**config.mk**
```make
export PLATFORM = sky130hd
export DESIGN_NAME = dmem_port_arbiter
export DESIGN_NICKNAME = d
export VERILOG_FILES = /design/src/rtl/dmem_arb_pkg.sv /design/src/rtl/rr_pick2.sv /design/src/rtl/dmem_port_arbiter.sv
export SDC_FILE = /design/constraint.sdc
export NUM_CORES = 1
export LEC_CHECK = 0
export CAP_MARGIN = 20
export CORE_UTILIZATION = 37
export DETAILED_ROUTE_END_ITERATION = 8
export PLACE_DENSITY = 0.79
export SLEW_MARGIN = 20
export SYNTH_ARGS = -nofsm -noshare
export SYNTH_HDL_FRONTEND = slang
export SYNTH_HIERARCHICAL = 1
export SYNTH_SLANG_ARGS = --single-unit
```
**constraint.sdc**
```tcl
create_clock -name clk -period 3.7 [get_ports clk]
set_input_delay 0.74 -clock clk [delete_from_list [all_inputs] [get_ports clk]]
set_output_delay 0.74 -clock clk [all_outputs]
set_load 0.01 [all_outputs]
```
**src/rtl/dmem_arb_pkg.sv**
```systemverilog
// Shared types and constants for the two-port data-memory arbiter.
package dmem_arb_pkg;

  typedef enum logic [1:0] {
    IDLE  = 2'd0,
    ISSUE = 2'd1,
    DONE  = 2'd2
  } arb_state_t;

  localparam logic SEL_A = 1'b0;
  localparam logic SEL_B = 1'b1;

  function automatic logic is_misaligned(input logic [1:0] lsb);
    return lsb != 2'b00;
  endfunction

endpackage

```
**src/rtl/rr_pick2.sv**
```systemverilog
// Two-way round-robin decision: a lone requester wins, a tie goes to the one not served last.
module rr_pick2 (
  input  logic req_a,
  input  logic req_b,
  input  logic last_b,
  output logic gnt_valid,
  output logic gnt_b
);

  always_comb begin
    gnt_valid = req_a | req_b;
    gnt_b     = req_b & (~req_a | ~last_b);
  end

endmodule

```
**src/rtl/dmem_port_arbiter.sv**
```systemverilog
// Arbitrates ports A and B onto a single-ported data memory; one access per three cycles.
module dmem_port_arbiter
  import dmem_arb_pkg::*;
#(
  parameter int unsigned ADDR_W = 32,
  parameter int unsigned DATA_W = 32
) (
  input  logic              clk,
  input  logic              rst_n,
  input  logic              a_req,
  input  logic              a_we,
  input  logic [ADDR_W-1:0] a_addr,
  input  logic [DATA_W-1:0] a_wdata,
  output logic              a_ack,
  output logic              a_stall,
  input  logic              b_req,
  input  logic              b_we,
  input  logic [ADDR_W-1:0] b_addr,
  input  logic [DATA_W-1:0] b_wdata,
  output logic              b_ack,
  output logic              b_stall,
  output logic [DATA_W-1:0] rdata,
  output logic              misalign,
  output logic              busy,
  output logic [ADDR_W-1:0] mem_addr,
  output logic [DATA_W-1:0] mem_wdata,
  output logic              mem_read,
  output logic              mem_write,
  input  logic [DATA_W-1:0] mem_rdata
);

  arb_state_t        state;
  logic              last_b;
  logic              sel_q;
  logic              we_q;
  logic [ADDR_W-1:0] addr_q;
  logic [DATA_W-1:0] wdata_q;

  logic              gnt_valid;
  logic              gnt_b;
  logic              pick_we;
  logic [ADDR_W-1:0] pick_addr;
  logic [DATA_W-1:0] pick_wdata;

  rr_pick2 u_rr_pick2 (
    .req_a     (a_req),
    .req_b     (b_req),
    .last_b    (last_b),
    .gnt_valid (gnt_valid),
    .gnt_b     (gnt_b)
  );

  always_comb begin
    pick_we    = gnt_b ? b_we    : a_we;
    pick_addr  = gnt_b ? b_addr  : a_addr;
    pick_wdata = gnt_b ? b_wdata : a_wdata;
  end

  assign a_stall = a_req & ~a_ack;
  assign b_stall = b_req & ~b_ack;
  assign busy    = state != IDLE;

  // Memory strobes are set on entry to ISSUE so they are high for exactly that cycle.
  always_ff @(posedge clk) begin
    if (!rst_n) begin
      state     <= IDLE;
      last_b    <= 1'b1;
      sel_q     <= SEL_A;
      we_q      <= 1'b0;
      addr_q    <= '0;
      wdata_q   <= '0;
      a_ack     <= 1'b0;
      b_ack     <= 1'b0;
      misalign  <= 1'b0;
      rdata     <= '0;
      mem_read  <= 1'b0;
      mem_write <= 1'b0;
      mem_addr  <= '0;
      mem_wdata <= '0;
    end else begin
      a_ack     <= 1'b0;
      b_ack     <= 1'b0;
      misalign  <= 1'b0;
      mem_read  <= 1'b0;
      mem_write <= 1'b0;
      unique case (state)
        IDLE: begin
          if (gnt_valid) begin
            sel_q     <= gnt_b;
            we_q      <= pick_we;
            addr_q    <= pick_addr;
            wdata_q   <= pick_wdata;
            mem_read  <= ~pick_we;
            mem_write <= pick_we;
            mem_addr  <= pick_addr;
            mem_wdata <= pick_wdata;
            state     <= ISSUE;
          end
        end
        ISSUE: begin
          if (!we_q) rdata <= mem_rdata;
          a_ack    <= sel_q == SEL_A;
          b_ack    <= sel_q == SEL_B;
          misalign <= is_misaligned(addr_q[1:0]);
          state    <= DONE;
        end
        DONE: begin
          last_b <= sel_q;
          state  <= IDLE;
        end
        default: state <= IDLE;
      endcase
    end
  end

endmodule

```
# == Word-level counts from Yosys, hierarchy flattened ==
# Cells that the tools add are included.
# word_totals
regBits,106
input_bits,166
out_inout_bits,104
elab_cells,39
# op_classes
n_eq_ne,3
n_mux,5
n_bitwise,12
n_reduce_logical,7
# ops
cell,count
32-bit 2-to-1 mux,2
1-bit NOT,7
2-bit AND reduction,3
2-bit case mux with 2 select lines,1
2-bit nonzero test,2
1-bit AND,3
3-bit AND reduction,1
2-bit by 1-bit == test with 1-bit output (second input constant),1
2-bit == test (second input constant),1
2-bit logical NOT,1
2-bit 2-to-1 mux,1
2-bit inequality test (second input constant),1
1-bit bitwise OR,2
1-bit 2-to-1 mux,1

# == Logic depth before layout (Yosys ltp) ==
# logic_depth
ltp_word,5
depth_mapped,6
ltp_nobuf,3

# == Cells and area by module ==
# The synthesis kept the hierarchy.
# by_module_without_submodules
module,n_inst,cells_per_inst,area_each_um2,seq_area_each_um2
dmem_port_arbiter,1,462,4508.1,2122.0
rr_pick2,1,2,13.8,0.0

# == Worst setup path after synthesis ==
# OpenSTA, ideal clock, no wires.
# synth_timing
path_kind,input port to flip-flop
from,in b_req
to,reg mem_wdata[12]
setup_time_ps,125
t_arrival_ps,1654
required_time_ps,3575
setup_slack_ps,1921
cell_stages,6
n_path_buf,3
cell_sequence,a21boi_1 > buf_2 > buf_6 > clkbuf_4 > mux2i_1 > o22ai_2
# synth_via
elab_chain_len,2
elab_cells_between_ends,4
# synth_rtl
item,line,rtl
start: declaration,dmem_port_arbiter.sv:16,"input logic b_req,"
1-bit AND or 1-bit bitwise OR (tied branches),"rr_pick2.sv:12, rr_pick2.sv:11",
32-bit 2-to-1 mux or 2-bit AND reduction (tied branches),-,
end signal: assignment,dmem_port_arbiter.sv:96,mem_wdata <= pick_wdata;
end: declaration,dmem_port_arbiter.sv:26,"output logic [DATA_W-1:0] mem_wdata,"
# Several ways; a longest one is shown, not always the timed one.
# A chain may end at the register's enable or synchronous reset.

# == Final worst setup path ==
# layout_timing
from,in a_req
to,out a_stall
# layout_via
elab_chain_len,1
# layout_rtl
item,line,rtl
start: declaration,dmem_port_arbiter.sv:10,"input logic a_req,"
1-bit AND,dmem_port_arbiter.sv:59,assign a_stall = a_req & ~a_ack;
end: declaration,dmem_port_arbiter.sv:15,"output logic a_stall,"
# Every way passes these cells.

==> qor.txt <==
overall routing resource usage -> 0.2020
top cell family by delay on the critical path -> buffers and inverters
Avg Inst Size Synth -> 9.745 um2
RSZ-0062 raised after global routing -> false
sw power -> 778.3 uW
drt total wl -> 13120 um
row count -> 40
Worst IR Drop VDD -> 0.2130 mV
# nets final -> 876
final worst path period share -> 0.7295
most frequent CP cell -> clkdlybuf4s50_1
Vias per Instance -> 4.976
maxcap violations -> 0
sequential area share after synthesis -> 0.4693
Int Pwr -> 2138 uW
Min-Delay Startpoint -> rdata[4]
initial antenna violation count -> 0
sequential share of power -> 0.444
WHS Path Cells -> 2
WS Path Type -> primary input to output pin
part of the power in the clock network -> 0.301
Slew headroom -> 0.4614
DP Cell Count -> 846
number of buffers and inverters on the critical path -> 2
hold slack final -> 0.4554 ns
Critical Path AT -> 1.96 ns
fin util -> 0.6296
reg2reg setup slack -> 2.03 ns
Slowest cell on crit path -> clkdlybuf4s50_1
Worst path max stage delay -> 0.54 ns
post-CTS sizing -> 0
crit-path cells -> clkdlybuf4s50_1 > nor2b_1 > clkdlybuf4s50_1
drt pass-1 iters -> 4
Worst Reg2Reg Path Length in Cells -> 3
setup repair bufs after CTS -> 0
Setup TNS -> 0 ns
IO buf count -> 269
clk buf depth -> 2
Critical Path Start Type -> primary input
Pins Over Slew Limit -> 0
Pwr per Cell Area -> 387.2 nW/um2
worst slew pin tran -> 0.8079 ns
first-pass GRT wire length -> 20530 um
total number of H-tree levels -> 3
share of cells above drive strength 1 -> 0.06443
# hold bufs at CTS -> 0
R2R Path End -> we_q
Hold Path End -> rdata[4]
Vias -> 4284
total power -> 2916 uW
crit path max fanout -> 3
die width -> 112.6 um
Tmin final -> 2.699 ns
final setup fails -> 0
Reg2Reg Launch Point -> state[0]
initial core utilization -> 0.3780
CTS root buffer -> clkbuf_16
Avg WL per Cell -> 15.24 um
Post-Syn Nets -> 630
die area -> 12670 um2
GP Congestion -> 0.7880
Hold Path Class -> register to register
largest net degree at the start of global routing -> 88
Core Area -> 11960 um2
Skew-Pair Late Insertion Delay -> 0.33 ns
Data required, critical path -> 2.96 ns
Max Clk Rate -> 370.5 MHz
Seq cells post-synth -> 106
distinct cell type count after synthesis -> 20
CTS tree -> built
Cell Area, Synth -> 4522 um2
Pleak -> 0.002792 uW
Area Overhead vs Synth -> 66.55%
HPWL after detailed placement -> 9834 um
io pins -> 270
Worst-path clk slew -> 0.07 ns
status -> finished, final reports clean
Antenna Nets Post-Route -> 0
DRC errors left -> 0
cells after synthesis -> 464
Ant. Diodes -> 0
clock skew -> 0.009734 ns
Synth warnings -> 6
Worst setup EP type -> output pin
CTS Buf Count -> 9
switching share of power -> 0.2669
Final Hold Violating Endpoints -> 0
initial drt markers -> 143
CTS Sinks -> 106
Cell Count, Final, Fillers Out -> 861
GRT overflow -> 0
Combinational Power Share -> 0.255
Die H -> 112.6 um
vias in the first global route -> 4277
==> through the flow <==
step / cell area, um2 / setup WS (ns)
finish: 7531 / 1.001
floorplan: 4522 / 1.921
global route: 7531 / 0.9480
global placement: 7263 / 0.9979
detailed placement: 7263 / 0.9981
CTS: 7531 / 0.9981
==> power by group through the flow <==
stage / Combinational, uW / Clock (uW) / Sequential, uW
5_1_grt: 792 / 951 / 1310
2_1_floorplan: 286 / 0 / 1360
4_1_cts: 750 / 896 / 1290
3_5_place_dp: 746 / 0 / 1320
6_report: 743 / 879 / 1290
3_3_place_gp: 734 / 0 / 1320
==> cells in the final DEF, fill, tap and decap left out, drive strengths merged <==
master	Yosys	layout
a21boi	1	1
buf	34	9
clkbuf	8	10
clkdlybuf4s50	0	268
clkinv	0	1
clkinvlp	0	1
dfxtp	106	106
inv	4	7
mux2i	98	98
nand2	131	131
nand3b	2	2
nand4bb	1	1
nor2	5	5
nor2b	4	4
nor3b	2	2
o211ai	1	1
o22ai	65	65
or2	2	2
==> worst max-delay path by stage <==
stage | slack (ns) | depth (start not counted) | start | endpoint
6_report | 1.00 | 3 | a_req | a_stall
5_1_grt | 0.95 | 3 | a_req | a_stall
4_1_cts | 1.0 | 3 | a_req | a_stall
3_5_place_dp | 1.0 | 3 | a_req | a_stall
3_3_place_gp | 1.0 | 3 | a_req | a_stall
2_1_floorplan | 1.92 | 6 | b_req | mem_wdata[12]
==> layer usage <==
layer,vias to the layer above,GRT usage,share of wire
met5,-,0,0
li1,2091,-,-
met2,173,0.3650,0.51
met1,1989,0.2170,0.39
met4,0,0.08622,0.029
met3,31,0.06210,0.075
==> kinds of logic (layout without fill, tap and decap cells) <==
logic type | count (synthesis) | in the layout | share of synthesized area
AO/OA/AOI/OAI | 67 | 67 | 0.1182
buffers and inverters | 46 | 296 | 0.06309
multiplexers | 98 | 98 | 0.2169
flip-flops | 106 | 106 | 0.4693
AND/OR/NAND/NOR | 147 | 147 | 0.1325
==> flip-flops by register name, indices dropped and copies added, names as in the netlist, 2 cells and up <==
| name | flops |
|---|---|
| state | 2 |
| rdata | 32 |
| mem_wdata | 32 |
| addr_q | 32 |
==> final cells by class <==
| cell class | instances | area [um2] |
|---|---|---|
| Timing Repair Buffer | 277 | 2788 |
| Clock buffer | 10 | 229.0 |
| Sequential cell | 106 | 2122 |
| Tap cell | 147 | 183.9 |
| Multi-Input combinational cell | 312 | 2155 |
| Inverter | 4 | 15.01 |
| Fill cell | 991 | 4431 |
| Clock inverter | 5 | 38.79 |
==> worst reg2reg max path, stage by stage (launching register included) <==
cell and delay, ns:
dfxtp_1 0.38, nand4bb_4 0.62, buf_12 0.40, o22ai_1 0.20
==> Yosys cell counts <==
| cell type | number | area [um2] |
|---|---|---|
| nand2_1 | 131 | 491.7 |
| dfxtp_1 | 106 | 2122 |
| mux2i_1 | 98 | 980.9 |
| o22ai_1 | 47 | 294.0 |
| buf_2 | 18 | 90.09 |
| o22ai_2 | 18 | 225.2 |
| buf_4 | 9 | 67.56 |
| buf_6 | 7 | 78.83 |
| clkbuf_1 | 7 | 26.28 |
| nor2_1 | 5 | 18.77 |
| inv_1 | 4 | 15.01 |
| nor2b_1 | 4 | 25.02 |
| nand3b_1 | 2 | 15.01 |
| nor3b_2 | 2 | 25.02 |
| a21boi_1 | 1 | 7.510 |
| clkbuf_4 | 1 | 7.510 |
| nand4bb_1 | 1 | 11.26 |
| o211ai_1 | 1 | 7.510 |
| or2_1 | 1 | 6.260 |
| or2_2 | 1 | 6.260 |
(Power assumes the default switching activity.)
